**src/rtl/rom_read_arbiter.sv**
```systemverilog
// Two-port read arbiter in front of a single-port, 1-cycle-registered image ROM.
// Optional out-of-range address checking: define ROM_ARB_RANGE_CHECK_EN.
module rom_read_arbiter #(
    parameter int unsigned ADDR_WIDTH = 24,
    parameter int unsigned DATA_WIDTH = 24,
    parameter int unsigned DEPTH      = 307200,
    parameter int unsigned MAX_WAIT   = 8
) (
    input  logic                  clk,
    input  logic                  rst,
    input  logic                  req0,
    input  logic [ADDR_WIDTH-1:0] addr0,
    output logic                  gnt0,
    output logic                  rvalid0,
    output logic [DATA_WIDTH-1:0] rdata0,
    output logic                  err0,
    input  logic                  req1,
    input  logic [ADDR_WIDTH-1:0] addr1,
    output logic                  gnt1,
    output logic                  rvalid1,
    output logic [DATA_WIDTH-1:0] rdata1,
    output logic                  err1,
    output logic [ADDR_WIDTH-1:0] rom_addr,
    input  logic [DATA_WIDTH-1:0] rom_rdata
);

    typedef enum logic {
        PORT0 = 1'b0,
        PORT1 = 1'b1
    } port_e;

    typedef struct packed {
        logic  valid;
        port_e port;
        logic  err;
    } tag_t;

    localparam logic [7:0] MAX_WAIT_C = 8'(MAX_WAIT);

    if (MAX_WAIT < 1 || MAX_WAIT > 255 || DEPTH == 0) begin : g_param_check
        $error("rom_read_arbiter: MAX_WAIT must be 1..255 and DEPTH nonzero");
    end

    logic [7:0]            r_wait_cnt;
    tag_t                  r_tag1;
    tag_t                  r_tag2;

    logic                  w_gnt0;
    logic                  w_gnt1;
    logic                  w_grant;
    port_e                 w_gnt_port;
    logic [ADDR_WIDTH-1:0] w_gnt_addr;
    logic                  w_oob;
    logic [7:0]            w_wait_nxt;
    tag_t                  w_tag1_nxt;
    logic [ADDR_WIDTH-1:0] w_rom_addr_nxt;
    logic                  w_rv0;
    logic                  w_rv1;

    // Port 1 overrides only once it has been starved for MAX_WAIT cycles.
    always_comb begin
        w_gnt0 = 1'b0;
        w_gnt1 = 1'b0;
        if (req1 && (r_wait_cnt == MAX_WAIT_C)) begin
            w_gnt1 = 1'b1;
        end else if (req0) begin
            w_gnt0 = 1'b1;
        end else if (req1) begin
            w_gnt1 = 1'b1;
        end
    end

    assign gnt0       = w_gnt0;
    assign gnt1       = w_gnt1;
    assign w_grant    = w_gnt0 | w_gnt1;
    assign w_gnt_port = w_gnt1 ? PORT1 : PORT0;
    assign w_gnt_addr = w_gnt1 ? addr1 : addr0;

`ifdef ROM_ARB_RANGE_CHECK_EN
    localparam logic [ADDR_WIDTH:0] DEPTH_C = (ADDR_WIDTH+1)'(DEPTH);
    assign w_oob = w_grant && ({1'b0, w_gnt_addr} >= DEPTH_C);
`else
    assign w_oob = 1'b0;
`endif

    always_comb begin
        w_wait_nxt = '0;
        if (req1 && !w_gnt1) begin
            w_wait_nxt = (r_wait_cnt >= MAX_WAIT_C) ? MAX_WAIT_C : r_wait_cnt + 8'd1;
        end
    end

    always_comb begin
        w_tag1_nxt     = '0;
        w_rom_addr_nxt = rom_addr;
        if (w_grant) begin
            w_tag1_nxt.valid = 1'b1;
            w_tag1_nxt.port  = w_gnt_port;
            w_tag1_nxt.err   = w_oob;
            w_rom_addr_nxt   = w_oob ? '0 : w_gnt_addr;
        end
    end

    always_ff @(posedge clk or posedge rst) begin
        if (rst) begin
            rom_addr   <= '0;
            r_wait_cnt <= '0;
            r_tag1     <= '0;
            r_tag2     <= '0;
        end else begin
            rom_addr   <= w_rom_addr_nxt;
            r_wait_cnt <= w_wait_nxt;
            r_tag1     <= w_tag1_nxt;
            r_tag2     <= r_tag1;
        end
    end

    // Tag stage 2 lines up with the ROM's registered data.
    assign w_rv0   = r_tag2.valid && (r_tag2.port == PORT0);
    assign w_rv1   = r_tag2.valid && (r_tag2.port == PORT1);
    assign rvalid0 = w_rv0;
    assign rvalid1 = w_rv1;
    assign rdata0  = (w_rv0 && !r_tag2.err) ? rom_rdata : '0;
    assign rdata1  = (w_rv1 && !r_tag2.err) ? rom_rdata : '0;

`ifdef ROM_ARB_RANGE_CHECK_EN
    assign err0 = r_tag2.err & w_rv0;
    assign err1 = r_tag2.err & w_rv1;
`else
    assign err0 = 1'b0;
    assign err1 = 1'b0;
`endif

endmodule

```
**config.mk**
```make
export PLATFORM = sky130hd
export DESIGN_NAME = rom_read_arbiter
export DESIGN_NICKNAME = d
export VERILOG_FILES = /design/src/rtl/rom_read_arbiter.sv
export SDC_FILE = /design/constraint.sdc
export NUM_CORES = 1
export LEC_CHECK = 0
export ABC_CLOCK_PERIOD_IN_PS = 1500
export CAP_MARGIN = 15
export CORE_ASPECT_RATIO = 1.1
export CORE_MARGIN = 3
export CORE_UTILIZATION = 25
export DETAILED_ROUTE_END_ITERATION = 10
export DONT_BUFFER_PORTS = 1
export GPL_ROUTABILITY_DRIVEN = 0
export HOLD_SLACK_MARGIN = 0.06
export PLACE_DENSITY_LB_ADDON = 0.15
export SLEW_MARGIN = 20
export SYNTH_ARGS = -nofsm -noshare
export SYNTH_HDL_FRONTEND = slang
export SYNTH_SLANG_ARGS = --single-unit
```
**constraint.sdc**
```tcl
create_clock -name clk -period 1.5 [get_ports clk]
set_input_delay 0.3 -clock clk [delete_from_list [all_inputs] [get_ports clk]]
set_output_delay 0.3 -clock clk [all_outputs]
set_load 0.02 [all_outputs]
```
Word-level counts from Yosys, hierarchy flattened
Cells that the tools add are included.
{"block": "totals", "ff_bits": 38, "latch_bits": 0, "mem_bits_rw": 0, "romBits": 0, "in_bits": 76, "output_inout_bits": 78, "elab_cells": 33, "memories": 0}
{"block": "classes", "addsub": 1, "multipliers": 0, "div": 0, "n_lt_le_gt_ge": 1, "n_eq_ne": 1, "n_shift": 0, "muxes": 12, "n_bitwise": 2, "reduce_logical": 8}
{"cell": "24-bit two-way mux", "n": 3}
{"cell": "8-bit two-way mux", "n": 2}
{"cell": "8-bit by 1-bit adder with 8-bit output, second input constant", "n": 1}
{"cell": "8-bit by 4-bit == test with 1-bit output, second input constant", "n": 1}
{"cell": "8-bit by 4-bit >= comparator with 1-bit output, second input constant", "n": 1}
{"cell": "1-bit logical AND", "n": 6}
{"cell": "1-bit two-way mux", "n": 6}
{"cell": "3-bit two-way mux", "n": 1}
{"cell": "1-bit zero test", "n": 2}
{"cell": "1-bit inverter", "n": 1}
{"cell": "1-bit bitwise OR", "n": 1}

Logic depth before layout (Yosys ltp)
{"block": "depth", "word_depth": 6, "depth_mapped": 6, "mapped_depth_nobuf": 5}

Worst setup path after synthesis
No wires, ideal clock.
{"block": "synth_timing", "kind": "flip-flop to output port", "startpoint": "register r_wait_cnt[0]", "endpoint": "output port gnt1", "arrival_ps": 1417, "required_ps": 1200, "setup_slack_ps": -217, "stages_incl_launch_ff": 7, "path_buffers": 1, "path_cell_list": "dfrtp_1 inv_1 ha_1 and4b_1 a21oi_2 buf_2 inv_1"}
{"block": "synth_between", "elab_chain_len": 3}
{"element": "start, declared", "line_no": "44", "rtl": "logic [7:0] r_wait_cnt;"}
{"element": "start signal, assigned", "line_no": "112", "rtl": "r_wait_cnt <= w_wait_nxt;"}
{"element": "8-bit by 4-bit == test with 1-bit output", "line_no": "64", "rtl": "if (req1 && (r_wait_cnt == MAX_WAIT_C)) begin"}
{"element": "1-bit logical AND", "line_no": "64"}
{"element": "1-bit two-way mux", "line_no": "64"}
{"element": "end, declared", "line_no": "19", "rtl": "output logic gnt1,"}
Every way passes these cells.

Worst setup path after layout
{"block": "layout_timing", "startpoint": "register r_wait_cnt[1]", "endpoint": "output port gnt1"}
Same word-level chain as after synthesis.

==> flow_metrics.env <==
export IMPL_die_h_um=102.8
export IMPL_finalCritPeriodShare_pct=116.7
export IMPL_drt_initial_drc_count=64
export IMPL_synthCells=206
export IMPL_wl_met3_um=789
export IMPL_ys_types=28
export IMPL_dieArea_mm2=0.009657
export IMPL_vdd_drop_max_mv=0.4212
export IMPL_place_ws_ps=-55.46
export IMPL_yosysTopAreaCellShare_pct=42.33
export IMPL_grt_max_degree=54
export IMPL_fillers=809
export IMPL_topRoutingLayerUsed="met4"
export IMPL_ant_nets=0
export IMPL_cp_max_fo=2
export IMPL_grt_pass1_vias=1751
export IMPL_r2r_slack_ps=-130
export IMPL_wl_met1_um=2263
export IMPL_powerDensity_mw_per_mm2=924.9
export IMPL_core_mm2=0.008083
export IMPL_wl_per_cell_um=20.59
export IMPL_cts_tree="built"
export IMPL_outcome="finished with violations"
export IMPL_whs_ps=121.1
export IMPL_cp_arrival_ps=1450
export IMPL_violations="setup timing"
export IMPL_clk_latency_ps=290
export IMPL_syn_mean_instance_area_um2=10.33
export IMPL_h_tree_depth=2
export IMPL_cap_violations=0
export IMPL_criticalPathCategory="flip-flop to primary output"
export IMPL_ys_seq_area_share_pct=42.33
export IMPL_final_util_pct=33.67
export IMPL_rsz0062_at_grt="yes"
export IMPL_drc=0
export IMPL_clockBufferDepth=2
export IMPL_antenna_found_initial=0
export IMPL_syn2layout_area_growth_pct=27.87
export IMPL_drt_wl_total_um=6814
export IMPL_track_usage_pct=12.82
export IMPL_clock_sinks=36
export IMPL_die_x_um=93.97
export IMPL_grt_pass1_wl_um=9390
export IMPL_start_util_pct=26.33
export IMPL_hpwl_um=4779
export IMPL_antennaDiodeCount=0
export IMPL_gr_total_overflow=0
export IMPL_finalSetupViolCount=51
export IMPL_holdCritPathClass="primary input to flip-flop"
export IMPL_drtPass1Iterations=4
export IMPL_drv_slew=0
export IMPL_finClkSkew_ps=3.024
export IMPL_yosys_warnings=0
export IMPL_syn_cell_area_mm2=0.002128
export IMPL_cp_required_ps=1200
export IMPL_clkTransAtPathRegs_ps=80
export IMPL_hold_viol_final=0
export IMPL_fin_nets=300
export IMPL_root_buffer="clkbuf_8"
export IMPL_cts_inserted_buffers=5
export IMPL_dr_total_vias=1739
export IMPL_layout_drive_gt1_share_pct=48.88
export IMPL_synth_seq_cells=36
export IMPL_fin_tns_setup_ps=-5111
export IMPL_ios=154
export IMPL_rows=34
export IMPL_start_kind="flip-flop"
export IMPL_fmax_ghz=0.5714
export IMPL_setup_ws_ps=-250.0
export IMPL_viasPerCell=5.254
export IMPL_portBuffers=0
export IMPL_p_leak_uw=0.001212
export IMPL_routed_wl_met2_um=3711
export IMPL_synth_area_top_cells="dfrtp_1 42%, o221a_2 13%, a211o_1 9.9%, nor2b_1 7.6%, and2_1 7.3%"
export IMPL_worst_setup_path_end_kind="primary output"
export IMPL_netlist_top_cell_by_area="dfrtp_1"
export IMPL_fin_crit_ps=1750
==> layout make-up <==
cell class                 instances  area, µm²  area share (%)
multi-input combinational        148       1280           47.03
sequential                        36      902.1           33.15
timing repair buffer              24      281.5           10.34
tap                              108      135.1           4.966
clock buffer                       6      82.58           3.034
inverter                           7      26.28          0.9655
clock inverter                     2      13.76          0.5057
==> per-stage QoR <==
stage	power [µW]	cell area [µm²]	instances
finish	2517	2721	331
global route	2654	2721	331
CTS	2544	2605	329
detailed placement	1679	2346	316
global placement	1679	2346	316
floorplan	1611	2168	211
==> layer usage <==
metal / up-vias / track usage, %
met5: - / 0
met4: 0 / 3.000
met3: 5 / 5.401
met2: 124 / 25.40
met1: 831 / 12.12
li1: 779 / -
==> cells in the final DEF, fill, tap and decap left out, drive strengths merged <==
cell and count:
dfrtp 36, nor2b 26, and2 25, a211o 24
o221a 24, and3 24, buf 22, inv 8
clkbuf 7, conb 6, nor2 3, o21ai 2
ha 2, or2 1, or4 1, nand3b 1
nor4 1, and4b 1, a21oi 1, nand3 1
nand2 1, a31oi 1, or3 1, xnor2 1
a21boi 1, clkinv 1, dlygate4sd3 1
==> registers in the layout, summed over array words and instances, names as in the netlist <==
name	count
r_wait_cnt	8
rom_addr	24
r_tag2	2
r_tag1	2
==> critical path, stage by stage, from the launching register on <==
cell and delay, ps:
dfrtp_1 360, inv_1 50, ha_2 170, and4b_2 250
a21oi_4 160, inv_2 50, buf_6 120
==> power by group <==
part / switching, µW / internal (µW)
Clock: 381 / 376
Sequential: 144 / 1050
Combinational: 273 / 293
==> kinds of logic (layout without fill, tap and decap cells) <==
| group | count (synthesis) | after routing | share of synthesized area [%] |
|---|---|---|---|
| xor+xnor | 1 | 1 | 0.4116 |
| compound gates | 53 | 53 | 24.63 |
| fa+ha+maj | 2 | 2 | 1.176 |
| flops | 36 | 36 | 42.33 |
| buf+inv | 27 | 39 | 6.055 |
| simple gates | 86 | 86 | 25.22 |
| other cells | 1 | 6 | 0.1762 |
==> cells in the mapped netlist (all sizes together) <==
master	n
a211o	24
a21boi	1
a21oi	1
a31oi	1
and2	25
and3	24
and4b	1
buf	8
clkbuf	12
conb	1
dfrtp	36
ha	2
inv	7
nand2	1
nand3	1
nand3b	1
nor2	3
nor2b	26
nor4	1
o21ai	2
o221a	24
or2	1
or3	1
or4	1
xnor2	1
==> what timing repair did <==
item                                   CTS  global route
setup endpoints to repair               53            80
endpoints found under the hold margin   36             0
pin swaps                               18            14
hold buffers                             1             0
buffers inserted                         1             1
gates resized for setup                 72            32
cloned                                   3             1
==> path summary, 6_finish.rpt <==
kind                                         start                  endpoint  cells past startpoint
max                        r_wait_cnt[1]$_DFF_PP0_                      gnt1                      6
min                                           req1       r_tag1[2]$_DFF_PP0_                      1
max reg2reg                r_wait_cnt[1]$_DFF_PP0_  rom_addr[13]$_DFFE_PP0P_                      7
min reg2reg                    r_tag1[1]$_DFF_PP0_       r_tag2[1]$_DFF_PP0_                      0
max in group asynchronous                      rst       r_tag2[1]$_DFF_PP0_                      3
min in group asynchronous                      rst   rom_addr[3]$_DFFE_PP0P_                      3
No activity file was read; power rests on OpenSTA's default activity.
